==> src/rtl/adma_engine_if.sv <==
// Bus bundle between the ADMA2 descriptor engine and its memory / data-mover side.
// cont carries the CONTINUE pulse because continue is a reserved word.
interface adma_engine_if #(
    parameter int ADDR_W = 32
);
    logic              start;
    logic              cont;
    logic              stop_req;
    logic [ADDR_W-1:0] desc_base;
    logic              desc_req;
    logic [ADDR_W-1:0] desc_addr;
    logic              desc_ack;
    logic [ADDR_W+31:0] desc_data;
    logic              xfer_req;
    logic [ADDR_W-1:0] xfer_addr;
    logic              xfer_beat;
    logic              xfer_err;
    logic [1:0]        state;
    logic              desc_int;
    logic              done;
    logic              err_int;
    logic [1:0]        err_state;

    modport master (
        input  start, cont, stop_req, desc_base, desc_ack, desc_data, xfer_beat, xfer_err,
        output desc_req, desc_addr, xfer_req, xfer_addr, state, desc_int, done, err_int, err_state
    );

    modport slave (
        output start, cont, stop_req, desc_base, desc_ack, desc_data, xfer_beat, xfer_err,
        input  desc_req, desc_addr, xfer_req, xfer_addr, state, desc_int, done, err_int, err_state
    );
endinterface

==> src/rtl/adma_engine.sv <==
// Clocked ADMA2 descriptor engine: walks the descriptor table (stop / fetch / change
// address / transfer), drives the beat handshake and raises completion and error flags.
module adma_engine #(
    parameter int ADDR_W     = 32,
    parameter int LEN_W      = 16,
    parameter int BEAT_BYTES = 4
) (
    input logic           clk,
    input logic           reset,
    adma_engine_if.master bus
);
    localparam int DESC_BYTES = (ADDR_W + 32) / 8;
    localparam int CNT_W      = LEN_W + 1;
    localparam logic [ADDR_W-1:0] PTR_STEP  = ADDR_W'(DESC_BYTES);
    localparam logic [ADDR_W-1:0] ADDR_STEP = ADDR_W'(BEAT_BYTES);
    localparam logic [CNT_W-1:0]  CNT_STEP  = CNT_W'(BEAT_BYTES);
    localparam logic [CNT_W-1:0]  CNT_MASK  = CNT_W'(BEAT_BYTES - 1);

    typedef enum logic [1:0] {
        ST_STOP = 2'b00,
        ST_FDS  = 2'b01,
        ST_CADR = 2'b10,
        ST_TFR  = 2'b11
    } state_t;

    typedef enum logic [1:0] {
        ACT_NOP  = 2'b00,
        ACT_RSV  = 2'b01,
        ACT_TRAN = 2'b10,
        ACT_LINK = 2'b11
    } act_t;

    state_t            state;
    logic [ADDR_W-1:0] ptr;
    logic [ADDR_W-1:0] xfer_addr;
    logic [ADDR_W-1:0] d_addr;
    logic [LEN_W-1:0]  d_len;
    act_t              d_act;
    logic              d_end;
    logic              d_int;
    logic [CNT_W-1:0]  remaining;
    logic [CNT_W-1:0]  rem_init;
    logic              stop_latch;
    logic              desc_req;
    logic              xfer_req;
    logic              desc_int;
    logic              done;
    logic              err_int;
    logic [1:0]        err_state;
    logic              unused_attr;

    // A zero length field stands for the full 2^LEN_W bytes.
    assign rem_init    = (d_len == '0) ? (CNT_W'(1) << LEN_W) : {1'b0, d_len};
    assign unused_attr = ^{bus.desc_data[15:6], bus.desc_data[3]};

    always_ff @(posedge clk) begin
        if (reset) begin
            state      <= ST_STOP;
            ptr        <= '0;
            xfer_addr  <= '0;
            d_addr     <= '0;
            d_len      <= '0;
            d_act      <= ACT_NOP;
            d_end      <= 1'b0;
            d_int      <= 1'b0;
            remaining  <= '0;
            stop_latch <= 1'b0;
            desc_req   <= 1'b0;
            xfer_req   <= 1'b0;
            desc_int   <= 1'b0;
            done       <= 1'b0;
            err_int    <= 1'b0;
            err_state  <= 2'b00;
        end else begin
            desc_int <= 1'b0;
            done     <= 1'b0;
            // NOTE: non-blocking updates resolve to the last write in this block, so the
            // clears further down override this same-cycle set of the stop latch.
            if (bus.stop_req) stop_latch <= 1'b1;

            case (state)
                ST_STOP: begin
                    if (bus.start) begin
                        ptr        <= bus.desc_base;
                        err_int    <= 1'b0;
                        stop_latch <= 1'b0;
                        desc_req   <= 1'b1;
                        state      <= ST_FDS;
                    end else if (bus.cont) begin
                        desc_req <= 1'b1;
                        state    <= ST_FDS;
                    end
                end

                ST_FDS: begin
                    if (bus.desc_ack) begin
                        ptr      <= ptr + PTR_STEP;
                        d_addr   <= bus.desc_data[ADDR_W+31:32];
                        d_len    <= bus.desc_data[16 +: LEN_W];
                        d_act    <= act_t'(bus.desc_data[5:4]);
                        d_end    <= bus.desc_data[1];
                        d_int    <= bus.desc_data[2];
                        desc_req <= 1'b0;
                        if (!bus.desc_data[0]) begin
                            err_int   <= 1'b1;
                            err_state <= ST_FDS;
                            state     <= ST_STOP;
                        end else begin
                            state <= ST_CADR;
                        end
                    end
                end

                ST_CADR: begin
                    if (d_act == ACT_TRAN) begin
                        if ((rem_init & CNT_MASK) != '0) begin
                            err_int   <= 1'b1;
                            err_state <= ST_CADR;
                            state     <= ST_STOP;
                        end else begin
                            xfer_addr <= d_addr;
                            remaining <= rem_init;
                            xfer_req  <= 1'b1;
                            state     <= ST_TFR;
                        end
                    end else begin
                        // Link, nop and reserved descriptors complete without moving data.
                        if (d_act == ACT_LINK) ptr <= d_addr;
                        desc_int <= d_int;
                        done     <= d_end;
                        if (d_end) begin
                            state <= ST_STOP;
                        end else begin
                            desc_req <= 1'b1;
                            state    <= ST_FDS;
                        end
                    end
                end

                ST_TFR: begin
                    if (bus.xfer_err) begin
                        xfer_req  <= 1'b0;
                        err_int   <= 1'b1;
                        err_state <= ST_TFR;
                        state     <= ST_STOP;
                    end else if (bus.xfer_beat) begin
                        xfer_addr <= xfer_addr + ADDR_STEP;
                        remaining <= remaining - CNT_STEP;
                        if (remaining == CNT_STEP) begin
                            xfer_req <= 1'b0;
                            desc_int <= d_int;
                            done     <= d_end;
                            if (d_end || stop_latch || bus.stop_req) begin
                                stop_latch <= 1'b0;
                                state      <= ST_STOP;
                            end else begin
                                desc_req <= 1'b1;
                                state    <= ST_FDS;
                            end
                        end
                    end
                end

                default: state <= ST_STOP;
            endcase
        end
    end

    assign bus.state     = state;
    assign bus.desc_req  = desc_req;
    assign bus.desc_addr = ptr;
    assign bus.xfer_req  = xfer_req;
    assign bus.xfer_addr = xfer_addr;
    assign bus.desc_int  = desc_int;
    assign bus.done      = done;
    assign bus.err_int   = err_int;
    assign bus.err_state = err_state;
endmodule

==> src/flat_wrapper.sv <==
// flat-port wrapper written by rule: the top's interface ports become plain ports
module adma_engine_flat 
#(
    parameter int ADDR_W     = 32,
    parameter int LEN_W      = 16,
    parameter int BEAT_BYTES = 4
)
  (clk, reset, bus_start, bus_cont, bus_stop_req, bus_desc_base, bus_desc_ack, bus_desc_data, bus_xfer_beat, bus_xfer_err, bus_desc_req, bus_desc_addr, bus_xfer_req, bus_xfer_addr, bus_state, bus_desc_int, bus_done, bus_err_int, bus_err_state);
  adma_engine_if #(.ADDR_W(ADDR_W)) bus_i ();
  input logic clk;
  input logic reset;
  input wire logic [$bits(bus_i.start)-1:0] bus_start;
  input wire logic [$bits(bus_i.cont)-1:0] bus_cont;
  input wire logic [$bits(bus_i.stop_req)-1:0] bus_stop_req;
  input wire logic [$bits(bus_i.desc_base)-1:0] bus_desc_base;
  input wire logic [$bits(bus_i.desc_ack)-1:0] bus_desc_ack;
  input wire logic [$bits(bus_i.desc_data)-1:0] bus_desc_data;
  input wire logic [$bits(bus_i.xfer_beat)-1:0] bus_xfer_beat;
  input wire logic [$bits(bus_i.xfer_err)-1:0] bus_xfer_err;
  output wire logic [$bits(bus_i.desc_req)-1:0] bus_desc_req;
  output wire logic [$bits(bus_i.desc_addr)-1:0] bus_desc_addr;
  output wire logic [$bits(bus_i.xfer_req)-1:0] bus_xfer_req;
  output wire logic [$bits(bus_i.xfer_addr)-1:0] bus_xfer_addr;
  output wire logic [$bits(bus_i.state)-1:0] bus_state;
  output wire logic [$bits(bus_i.desc_int)-1:0] bus_desc_int;
  output wire logic [$bits(bus_i.done)-1:0] bus_done;
  output wire logic [$bits(bus_i.err_int)-1:0] bus_err_int;
  output wire logic [$bits(bus_i.err_state)-1:0] bus_err_state;
  assign bus_i.start = bus_start;
  assign bus_i.cont = bus_cont;
  assign bus_i.stop_req = bus_stop_req;
  assign bus_i.desc_base = bus_desc_base;
  assign bus_i.desc_ack = bus_desc_ack;
  assign bus_i.desc_data = bus_desc_data;
  assign bus_i.xfer_beat = bus_xfer_beat;
  assign bus_i.xfer_err = bus_xfer_err;
  assign bus_desc_req = bus_i.desc_req;
  assign bus_desc_addr = bus_i.desc_addr;
  assign bus_xfer_req = bus_i.xfer_req;
  assign bus_xfer_addr = bus_i.xfer_addr;
  assign bus_state = bus_i.state;
  assign bus_desc_int = bus_i.desc_int;
  assign bus_done = bus_i.done;
  assign bus_err_int = bus_i.err_int;
  assign bus_err_state = bus_i.err_state;
  adma_engine #(.ADDR_W(ADDR_W), .LEN_W(LEN_W), .BEAT_BYTES(BEAT_BYTES)) u_core (.clk(clk), .reset(reset), .bus(bus_i));
endmodule
==> config.mk <==
export PLATFORM = sky130hd
export DESIGN_NAME = adma_engine_flat
export DESIGN_NICKNAME = d
export VERILOG_FILES = /design/src/rtl/adma_engine_if.sv /design/src/rtl/adma_engine.sv /design/src/flat_wrapper.sv
export SDC_FILE = /design/constraint.sdc
export NUM_CORES = 1
export LEC_CHECK = 0
export CELL_PAD_IN_SITES_DETAIL_PLACEMENT = 1
export CELL_PAD_IN_SITES_GLOBAL_PLACEMENT = 2
export CORE_MARGIN = 3
export CORE_UTILIZATION = 28
export DETAILED_ROUTE_END_ITERATION = 8
export GPL_TIMING_DRIVEN = 0
export PLACE_DENSITY_LB_ADDON = 0.1
export SYNTH_ARGS = -nofsm -noshare
export SYNTH_HDL_FRONTEND = slang
export SYNTH_SLANG_ARGS = --single-unit
==> constraint.sdc <==
create_clock -name clk -period 2.3 [get_ports clk]
set_input_delay 0.345 -clock clk [delete_from_list [all_inputs] [get_ports clk]]
set_output_delay 0.345 -clock clk [all_outputs]
set_load 0.005 [all_outputs]
After elaboration in Yosys (flattened, before gate mapping):

Index checks and enable logic that the tools add are counted.

* input bits: 104
* register bits after elaboration: 143

* multiplexer cells: 74
* add/subtract/negate cells: 3
* equal/unequal tests: 23
* reductions and logical operators: 16

Operator list (number)
* $mux 32: 8
* $pmux 32 s3: 1
* $mux 17: 5
* $pmux 32 s2: 1
* $mux 1: 36
* $pmux 17 s2: 1
* $add 32x3->32 const B: 1
* $add 32x4->32 const B: 1
* $mux 2: 14
* $ne 2x2->1 const B: 10
* $eq 17x3->1 const B: 1
* $reduce_bool 17->1: 1
* $sub 17x3->17 const B: 1
* $logic_not 16->1: 1
* $reduce_and 5->1: 3
* $reduce_and 6->1: 2
* $eq 2x2->1 const B: 4
* $ne 2x1->1 const B: 4
* $pmux 1 s2: 4
* $pmux 1 s4: 2
* $pmux 2 s4: 1
* $reduce_and 8->1: 1
* $ne 3x3->1 const B: 2
* $pmux 2 s3: 1
* other kinds (8): 10

Depth between registers and ports, before layout:

Gate-level depths: netlist (run 1).

* depth after elaboration: 7
* depth in mapped cells: 10
* gate-level depth less buffers: 7

Worst setup path after synthesis (run 1):

Ideal clock, no wire load.

* kind: register to register
* start: register u_core.state[0] (netlist: u_core.bus.state[0])
* end: register u_core.ptr[24] (netlist: u_core.bus.desc_addr[24])
* stages on the path, launching flop included: 9
* data arrival time: 2.101 ns
* library setup time: 0.070 ns
* slack: 0.129 ns
* cells stage by stage: dfxtp_1 -> inv_1 -> ha_1 -> clkbuf_1 -> nand2_1 -> or4_1 -> nor4_1 -> o21ai_0 -> a21oi_1

* cells in the longest elaborated chain, start to end: 3
* elaborated cells on any way between the ends: 10
* classes of those cells: 6 x eq/ne; 1 x mux; 3 x reduce/logical

RTL lines
* from (decl): RTL line adma_engine.sv:33 `state_t state;`
* from (signal assigned): RTL line adma_engine.sv:58 `state <= ST_STOP;`
* from (signal assigned): RTL line adma_engine.sv:88 `state <= ST_FDS;`
* from (signal assigned): RTL line adma_engine.sv:91 `state <= ST_FDS;`
* $eq 2x2->1 (tied with other cells): RTL line adma_engine.sv:81 `case (state)`
* $ne 2x1->1 (no source line) (tied with other cells)
* $reduce_and 5->1 (no source line)
* to (signal assigned): RTL line adma_engine.sv:84 `ptr <= bus.desc_base;`
* to (signal assigned): RTL line adma_engine.sv:97 `ptr <= ptr + PTR_STEP;`
* to (signal assigned): RTL line adma_engine.sv:128 `if (d_act == ACT_LINK) ptr <= d_addr;`
* to (decl): RTL line adma_engine.sv:34 `logic [ADDR_W-1:0] ptr;`

Parallel ways exist; a longest one is shown, timed or not.
A chain may end at the register's enable or synchronous reset.

Worst setup path in the final report (run 1):

* start: register u_core.ptr[8] (netlist: u_core.bus.desc_addr[8])
* end: register u_core.ptr[29] (netlist: u_core.bus.desc_addr[29])

* cells in the longest elaborated chain, start to end: 3

RTL lines
* $add 32x4->32: RTL line adma_engine.sv:97
* $mux 32: RTL line adma_engine.sv:96 `if (bus.desc_ack) begin`
* $pmux 32 s3: RTL line adma_engine.sv:81

Every way passes these cells. The select of a mux whose other input is x is not followed.

==> impl_results.md, run 1 <==
- Status: completed
- Reg clk slew, reported paths: 0.07 ns
- Vias in the first global route: 8784
- Share of cells above drive strength 1: 0.119
- Synthesized cell area: 0.00764 mm2
- Layout area overhead: 39.6%
- PnR worst setup slack: 0.104 ns
- Max frequency: 455 MHz
- Antenna violations before repair: 0
- Yosys warning total: 0
- Post-DR wirelength/cell: 24.3 um
- Synthesized area per cell: 7.54 um2
- Worst path arrival time: 2.55 ns
- Final Setup Violations: 0
- DIE HEIGHT: 171 um
- Post-DP HPWL: 28200 um
- Number of vias per cell: 5.60
- Main combinational cell family by area after synthesis: compound AO/OA/AOI/OAI gates
- CTS tree: done
- Post-synthesis net count: 1128
- Starting DRT DRC Count: 817
- Multiplexer share of the synthesized area: 0.00524
- Synth Area in Simple Gates: 0.272
- Hold WC Path Type: in2reg
- I/O Buffers: 164
- Compound-Gate Fraction of Synth Area: 0.279
- Row cnt: 59
- Die W: 171 um
- Total Routing Usage GR: 0.255
- Total of max-cap violations: 0
- CTS H-Tree Depth: 4
- Initial core utilization: 0.289
- Fillers: 3187
- Vias: 8721
- Ant. Diodes: 0
- Final core utilization: 0.404
- Post-Synthesis Cells: 1013
- XOR/XNOR Fraction of Synth Area: 0
- Crit Path Category: reg2reg
- Worst-path maximum fanout: 8
- Clk_lat worst skew: 0.44 ns
- Worst stage delay on the critical path: 0.53 ns
- Post-synth EDFFs: 0
- Ys async rst share: 0
- Routed wl met3: 2130 um
- Top sig layer: met4
- Largest net degree at the start of global routing: 17
- Worst slew pin tran: 1.12 ns
- Met2 WL: 17400 um
- RSZ-0062 raised after global routing: yes
- Cell Pwr Density: 699 mW/mm2
- WP data required: 2.65 ns
- Register area share after synthesis: 0.375
- GPL Wtd Cong: 0.905
- Final nets: 1324
- Drt drc: 0
- Most common cell after layout, fill and taps aside: nand2_1
- Fin crit period: 2.20 ns
- Final period utilization: 0.955
- Lkg Pwr: 3.63 nW
- First-pass GRT wire length: 55900 um
- Fin Clk Skew: 0.0116 ns
- Max Transition Viols Final: 0
- Sink Count: 143
- Post-synthesis register bit count: 143
- Worst rel slew slack: 0.247
- Die area: 0.0293 mm2
- Final Hold Viols: 0
- Count of cell types in the netlist: 68
- Critical path startpoint category: flop
- Total grt overflow: 0
- Io pins: 177
- CP Cell Sequence: nand2_1 -> nor4_4 -> nand4_1 -> or4_1 -> a41oi_1
- 1st-pass router iterations: 7
- Met1 WL: 17800 um
- Antenna viol nets, final: 0
- Post-Synth Adder-Cell Area: 0.0180
- Total CTS buffers: 17
- Max VDD drop: 0.417 mV
- Core area: 0.0264 mm2
- Post-place setup slack: -0.985 ns
- Clk buf depth: 2
- CTS root buf: clkbuf_16
- CP max stage cell: dfxtp_1
- Hold Buf Count CTS: 0
- Post-synth top flop: dfxtp_1
- Most frequent cells in the layout: nand2_1, clkdlybuf4s50_1, dfxtp_1, a21oi_1, o21ai_0
- Total Wirelength: 37800 um
- CP endpoint kind: flop
state kept, by name (all words and copies together), names as in the netlist:
| signal | count |
|---|---|
| u_core.bus.desc_addr | 32 |
| u_core.bus.desc_int | 1 |
| u_core.bus.desc_req | 1 |
| u_core.bus.done | 1 |
| u_core.bus.err_int | 1 |
| u_core.bus.err_state | 2 |
| u_core.bus.state | 2 |
| u_core.bus.xfer_addr | 32 |
| u_core.bus.xfer_req | 1 |
| u_core.d_act | 2 |
| u_core.d_addr | 32 |
| u_core.d_end | 1 |
| u_core.d_int | 1 |
| u_core.d_len | 16 |
| u_core.remaining | 17 |
| u_core.stop_latch | 1 |
Yosys cell counts, drive strengths merged, types with 9 or more instances:
master | n | area share
clkbuf | 70 | 0.035
nor2 | 48 | 0.024
a211oi | 11 | 0.011
o2bb2ai | 9 | 0.010
o22ai | 11 | 0.0090
nor3 | 27 | 0.018
and4 | 11 | 0.013
a21oi | 133 | 0.087
nand2 | 180 | 0.088
ha | 11 | 0.018
a31oi | 18 | 0.015
a311oi | 12 | 0.014
nand4 | 23 | 0.021
and3 | 17 | 0.014
inv | 21 | 0.010
nor4 | 19 | 0.021
nand3 | 45 | 0.030
o21ai | 64 | 0.042
dfxtp | 143 | 0.37
o31ai | 9 | 0.0088
and2 | 10 | 0.0082
power breakdown:
group | leakage (nW) | total (mW) | switching, mW | internal [mW]
Combinational | 2.18 | 1.58 | 0.876 | 0.700
Clock | 0.290 | 3.00 | 1.27 | 1.73
Sequential | 1.17 | 2.88 | 0.233 | 2.64
critical path: cells and delay by family, from the launching register on:
family	cells	cell delay, ns
and+or+nand+nor	4	1.42
AOI/OAI and AO/OA	1	0.16
DFF	1	0.53
repair_timing:
item                                    4_1_cts  5_1_grt
gates resized for setup                      51       41
endpoints found under the setup margin      139       76
setup buffers                                10       12
pin swaps                                     3        5
layer usage:
layer	track usage	up-vias
li1	-	4152
met1	0.362	4263
met2	0.411	276
met3	0.0407	30
met4	0.0507	0
met5	0	-
path summary, 6_finish.rpt:
| check | startpoint | to | slack, ns | cells past startpoint |
|---|---|---|---|---|
| setup reg to reg | u_core.bus.desc_addr[8] | u_core.bus.desc_addr[29] | 0.10 | 5 |
| hold reg to reg | u_core.d_int | u_core.d_int | 0.46 | 2 |
| hold / removal | bus_desc_data[25] | u_core.d_len[9] | 0.45 | 3 |
| setup / recovery | u_core.bus.desc_addr[8] | u_core.bus.desc_addr[29] | 0.10 | 5 |
stage by stage:
stage                     area, um2  hold WS, ns  instances  power, mW  setup TNS [ns]
after global placement         9700        0.443       1512       4.38          -66.24
after global routing          10700        0.448       1557       7.76         -0.0177
after detailed placement       9700        0.449       1512       4.39          -67.68
after CTS                     10500        0.442       1548       7.41               0
after floorplan                7640        0.430       1013       3.57               0
final                         10700        0.446       1557       7.45               0
kinds of logic (layout without fill, tap and decap cells):
logic type	Yosys count	after routing
DFF	143	143
adders and majority gates	11	11
and+or+nand+nor	418	418
buffers and inverters	99	308
AOI/OAI and AO/OA	338	338
muxes	4	4
area by class of cell:
cell class | count | area (um2) | area share
clock inverter | 14 | 181 | 0.0170
inverter | 21 | 82.6 | 0.00774
sequential | 143 | 2870 | 0.269
tap | 335 | 419 | 0.0393
timing repair buffer | 186 | 1810 | 0.169
buffer | 69 | 323 | 0.0303
clock buffer | 18 | 429 | 0.0402
multi-input combinational | 771 | 4550 | 0.427
Power figures use the tool's default switching activity.
==> run 2, diff against run 1 <==
Settings changed: CTS_CLUSTER_DIAMETER from default to 150, CTS_CLUSTER_SIZE from default to 20.
==> results of run 2 <==
Final layout, timing and power as in run 1 (identical DEF).
